===== src/rtl/fifo_wr_arbiter.sv =====
// rtl/fifo_wr_arbiter.sv - round-robin arbiter sharing the async FIFO write port among NREQ producers
module fifo_wr_arbiter #(
   parameter int NREQ      = 4,
   parameter int WIDTH     = 8,
   parameter int MAX_BURST = 4,
   parameter int IDW       = $clog2(NREQ)
) (
   input  logic                  i_clk,
   input  logic                  i_rst_n,
   input  logic [NREQ-1:0]       i_req_valid,
   input  logic [NREQ*WIDTH-1:0] i_req_data,
   output logic [NREQ-1:0]       o_req_ready,
   input  logic                  i_wfull,
   output logic                  o_winc,
   output logic [WIDTH-1:0]      o_WR_Data,
   output logic                  o_grant_vld,
   output logic [IDW-1:0]        o_grant_id
);

   localparam int BW = $clog2(MAX_BURST + 1);

   typedef enum logic {IDLE, GRANT} state_t;

   state_t           state_q, state_d;
   logic [IDW-1:0]   owner_q, owner_d;
   logic [IDW-1:0]   last_q, last_d;
   logic [BW-1:0]    bcnt_q, bcnt_d;

   logic [IDW-1:0]   pick_base;
   logic [IDW-1:0]   pick_id;
   logic [IDW-1:0]   cand;
   logic             pick_vld;
   logic             owner_valid;
   logic [WIDTH-1:0] owner_data;
   logic             grant;
   logic             release_now;

   assign grant = (state_q == GRANT);

   // Round-robin scan starting one past the base; the base itself is visited last,
   // so on a burst-limit release the old owner only wins if nobody else is waiting.
   always_comb begin
      pick_base = grant ? owner_q : last_q;
      pick_vld  = 1'b0;
      pick_id   = '0;
      cand      = pick_base;
      for (int k = 0; k < NREQ; k++) begin
         cand = (cand == IDW'(NREQ - 1)) ? '0 : cand + IDW'(1);
         if (!pick_vld && i_req_valid[cand]) begin
            pick_vld = 1'b1;
            pick_id  = cand;
         end
      end
   end

   // Select the current owner's valid and data lanes.
   always_comb begin
      owner_valid = 1'b0;
      owner_data  = '0;
      for (int k = 0; k < NREQ; k++) begin
         if (owner_q == IDW'(k)) begin
            owner_valid = i_req_valid[k];
            owner_data  = i_req_data[k*WIDTH +: WIDTH];
         end
      end
   end

   // Outputs follow i_wfull combinationally; next-state handles grant, burst count and handover.
   always_comb begin
      o_req_ready = '0;
      o_winc      = 1'b0;
      o_WR_Data   = '0;
      o_grant_vld = grant;
      o_grant_id  = grant ? owner_q : '0;
      release_now = 1'b0;
      state_d     = state_q;
      owner_d     = owner_q;
      last_d      = last_q;
      bcnt_d      = bcnt_q;
      case (state_q)
         IDLE: begin
            if (pick_vld) begin
               owner_d = pick_id;
               bcnt_d  = '0;
               state_d = GRANT;
            end
         end
         GRANT: begin
            o_WR_Data = owner_data;
            if (!i_wfull) begin
               o_req_ready[owner_q] = 1'b1;
            end
            o_winc = owner_valid & !i_wfull;
            if (o_winc) begin
               bcnt_d = bcnt_q + BW'(1);
            end
            release_now = (o_winc && (bcnt_q == BW'(MAX_BURST - 1))) || !owner_valid;
            if (release_now) begin
               last_d = owner_q;
               bcnt_d = '0;
               if (pick_vld) begin
                  owner_d = pick_id;
               end else begin
                  state_d = IDLE;
               end
            end
         end
         default: begin
            state_d = IDLE;
         end
      endcase
   end

   // State register; last starts at NREQ-1 so requester 0 has first priority after reset.
   always_ff @(posedge i_clk or negedge i_rst_n) begin
      if (!i_rst_n) begin
         state_q <= IDLE;
         owner_q <= '0;
         last_q  <= IDW'(NREQ - 1);
         bcnt_q  <= '0;
      end else begin
         state_q <= state_d;
         owner_q <= owner_d;
         last_q  <= last_d;
         bcnt_q  <= bcnt_d;
      end
   end

endmodule

===== config.mk =====
export PLATFORM = sky130hd
export DESIGN_NAME = fifo_wr_arbiter
export DESIGN_NICKNAME = d
export VERILOG_FILES = /design/src/rtl/fifo_wr_arbiter.sv
export SDC_FILE = /design/constraint.sdc
export NUM_CORES = 1
export LEC_CHECK = 0
export BUFFER_PORTS_ARGS = -buffer_cell sky130_fd_sc_hd__buf_2
export CAP_MARGIN = 20
export CORE_MARGIN = 4
export CORE_UTILIZATION = 42
export CTS_CLUSTER_DIAMETER = 120
export DETAILED_ROUTE_END_ITERATION = 7
export PLACE_DENSITY = 0.77
export RECOVER_POWER = 25
export SLEW_MARGIN = 20
export SYNTH_ARGS = -nofsm -noshare
export SYNTH_HDL_FRONTEND = slang
export SYNTH_SLANG_ARGS = --single-unit

===== constraint.sdc =====
create_clock -name i_clk -period 2.1 [get_ports i_clk]
set_input_delay 0.21 -clock i_clk [delete_from_list [all_inputs] [get_ports i_clk]]
set_output_delay 0.21 -clock i_clk [all_outputs]
set_load 0.05 [all_outputs]

==> summary.md <==
| Metric | Value |
|---|---|
| Met2 usage | `0.286` |
| Synth Instances | `77` |
| Post-DP HPWL | `approximately 1.9 mm` |
| P_sw | `906 µW` |
| Initial Util | `0.442` |
| Clock power share | `0.071` |
| Worst-skew pair later-pin latency | `between 0.2 and 0.3 ns` |
| Nets | `175` |
| Int Power | `818 µW` |
| Pleak | `between 0.0006 and 0.0007 µW` |
| Via Count | `roughly 830` |
| Peak VDD IR | `0.000708 V` |
| Ports | `55` |
| Sw frac | `0.526` |
| DRC Markers | `0` |
| Setup Skew | `0.000892 ns` |
| Period minus WS final | `slightly above 2 ns` |
| Clk pin slew, worst setup/hold paths | `~0.060 ns` |
| Die ar. | `between 2000 and 3000 µm²` |
| Worst Setup End Kind | `output pin` |
| Antenna diodes | `0` |
| DIE HEIGHT | `53.4 µm` |
| CTS H-tree depth | `1` |
| Crit share post-route | `0.971` |
| Worst R2R End | `bcnt_q[0]$_DFFE_PN0P_` |
| IO Port Bufs | `54` |
| Max Cap Violations | `0` |
| Worst Setup Path Type | `flip-flop to output pin` |
| 1st-pass router iterations | `2` |
| GR Util met3 | `0.0563` |
| Rel. slew slack | `0.665` |
| Syn Nets | `118` |
| Core ar. | `1960 µm²` |
| Post-synthesis to final-layout area growth | `39.4%` |
| Crit path launch type | `flip-flop` |
| Worst-case reg-to-reg path depth | `4` |
| Routing usage on met1 | `0.161` |
| Setup TNS | `0 ns` |
| F_max | `between 400 and 500 MHz` |
| Commonest non-fill, non-tap cells in the layout | `53 x buf_2, 10 x and2_1, 5 x mux4_1, 5 x dfrtp_1` |
| Slew @ Worst Pin | `0.498 ns` |
| Largest net degree at the start of global routing | `19` |
| R2r setup slk | `0.35 ns` |
| Final setup viols | `0` |
| Final hold vios | `0` |
| Global Route Usage Sum | `0.159` |
| HP Start | `i_req_valid[0]` |
| FP Rows | `16` |
| Worst hold margin | `around 0.29 ns` |
| Total number of yosys warnings | `0` |
| Fraction of layout cells with a size suffix above 1 | `0.606` |
| Logic pwr share | `0.752` |
| Clock root buffer | `clkbuf_4` |
| Max Buffers Root-to-Sink | `2` |
| Hold EP | `o_grant_vld$_DFF_PN0_` |
| Post-synthesis sequential area ratio | `0.234` |
| Die Wd | `between 50 and 60 µm` |
| PwrDens | `1430 nW/µm²` |
| First-pass GRT wire length | `around 3.3 mm` |
| Drt wl/cell | `approximately 14 µm` |
| Final WL | `2.25 mm` |
| Mapped cell area | `867 µm²` |
| Hold Path Class | `primary input to flip-flop` |
| Worst-path fanout max | `11` |
| Mapped Avg Cell Area | `11.3 µm²` |
| R2R Path Start | `owner_q[0]$_DFFE_PN0P_` |
| Remaining Overflow, GRT | `0` |
| Clk sink count | `8` |
| Reg power frac | `0.177` |
| Placer Congestion | `0.741` |
| CTS tree | `yes` |
| Cts bufs inserted | `3` |
| Status | `finished clean` |
| Crit path required time | `1.89 ns` |
| Post-DRT Antenna Nets | `0` |
| Pins Over Slew Limit | `0` |
| Commonest non-fill, non-tap cell in the layout | `buf_2` |
| Cell variety after synth | `32` |
| Synth Register Bits | `8` |
| Vias per cell | `~5.2` |
| Initial antenna violation count | `0` |
| Arr. time, crit path | `1.83 ns` |
| RSZ-0062 raised after global routing | `no` |
| Hold Path Stages | `3` |
| Drt initial violations | `3` |
| Vias in the first global route | `approximately 800` |
| Busiest grt layer | `met2` |
## stage by stage
stage          utilization  power (µW)  cells  area (µm²)  worst slack [ns]
3_5_place_dp         0.599        1610    155        1180             0.193
6_report             0.616        1720    159        1210            0.0609
4_1_cts              0.617        1740    159        1210            0.0413
2_1_floorplan            -        1370     77         882            0.0829
5_1_grt              0.616        1830    159        1210           0.00186
3_3_place_gp         0.599        1580    155        1180             0.225
## worst max path at each step
stage                           startpoint           end  slack, ns  cells past startpoint
floorplan            o_grant_vld$_DFF_PN0_        o_winc       0.08                      3
global placement    owner_q[0]$_DFFE_PN0P_  o_WR_Data[5]       0.23                      4
detailed placement  owner_q[0]$_DFFE_PN0P_  o_WR_Data[3]       0.19                      4
CTS                 owner_q[0]$_DFFE_PN0P_  o_WR_Data[3]       0.04                      4
global route        owner_q[0]$_DFFE_PN0P_  o_WR_Data[5]      0.002                      4
finish              owner_q[0]$_DFFE_PN0P_  o_WR_Data[3]       0.06                      4
## metal layers
layer	routed length (µm)	part of all wire	vias to the layer above
met5	0	0	-
met4	33	0.015	0
met3	305	0.14	4
met2	1050	0.47	46
met1	856	0.38	380
li1	-	-	404
## power by group through the flow
stage / combinational [µW] / clock [µW] / sequential [µW]
after CTS: 1310 / 127 / 308
after detailed placement: 1310 / 0 / 309
final: 1300 / 123 / 305
after global placement: 1280 / 0 / 301
after global routing: 1380 / 135 / 318
after floorplan: 1120 / 0 / 256
## logic make-up after synthesis
logic type / count (synthesis) / share of synthesized area
muxes: 19 / 0.393
buffers and inverters: 10 / 0.0548
AOI/OAI and AO/OA: 10 / 0.0996
adders and majority gates: 2 / 0.0289
DFF: 8 / 0.234
and+or+nand+nor: 28 / 0.190
## timing repair
item | CTS | global route
setup endpoints to repair | 3 | 0
hold endpoints to repair | 6 | 0
gates resized for setup | 1 | 0
setup buffers | 0 | 0
hold buffers | 1 | 0
## cell type report
class | count | area (µm²)
fill | 176 | 753
timing repair buffer | 58 | 302
clock buffer | 3 | 22.5
inverter | 4 | 15.0
sequential | 8 | 204
multi-input combinational | 59 | 632
tap | 27 | 33.8
## worst max-delay path, cell delays in order (launching register included)
cell and delay, ns:
dfrtp_2 0.49, buf_4 0.22, mux4_2 0.50, and2_1 0.16, buf_2 0.20
## cell usage after synthesis
cell type	count	share of area
and2_1	10	0.072
dfrtp_1	6	0.17
mux4_1	5	0.15
inv_1	4	0.017
mux2i_1	4	0.046
mux4_2	4	0.10
clkbuf_1	3	0.013
mux2_2	3	0.039
mux2_4	3	0.052
nand2_1	3	0.013
nor2_1	3	0.013
buf_2	2	0.012
dfstp_2	2	0.061
ha_1	2	0.029
nand2b_1	2	0.014
nand3_1	2	0.012
nor3_1	2	0.012
nor3b_1	2	0.017
o21ai_0	2	0.012
a21boi_0	1	0.0087
a21boi_2	1	0.013
a21oi_1	1	0.0058
a221oi_1	1	0.010
a31o_4	1	0.020
and4b_1	1	0.012
buf_6	1	0.013
nand3_2	1	0.012
nor2b_1	1	0.0072
nor4_1	1	0.0072
o21ai_1	1	0.0058
o21ai_2	1	0.010
o31ai_2	1	0.014
## sequential cells by signal, summed over array words and instances, names as in the netlist
| register | flops |
|---|---|
| o_grant_vld | 1 |
| bcnt_q | 3 |
| owner_q | 2 |
| last_q | 2 |
(Power assumes the default switching activity.)
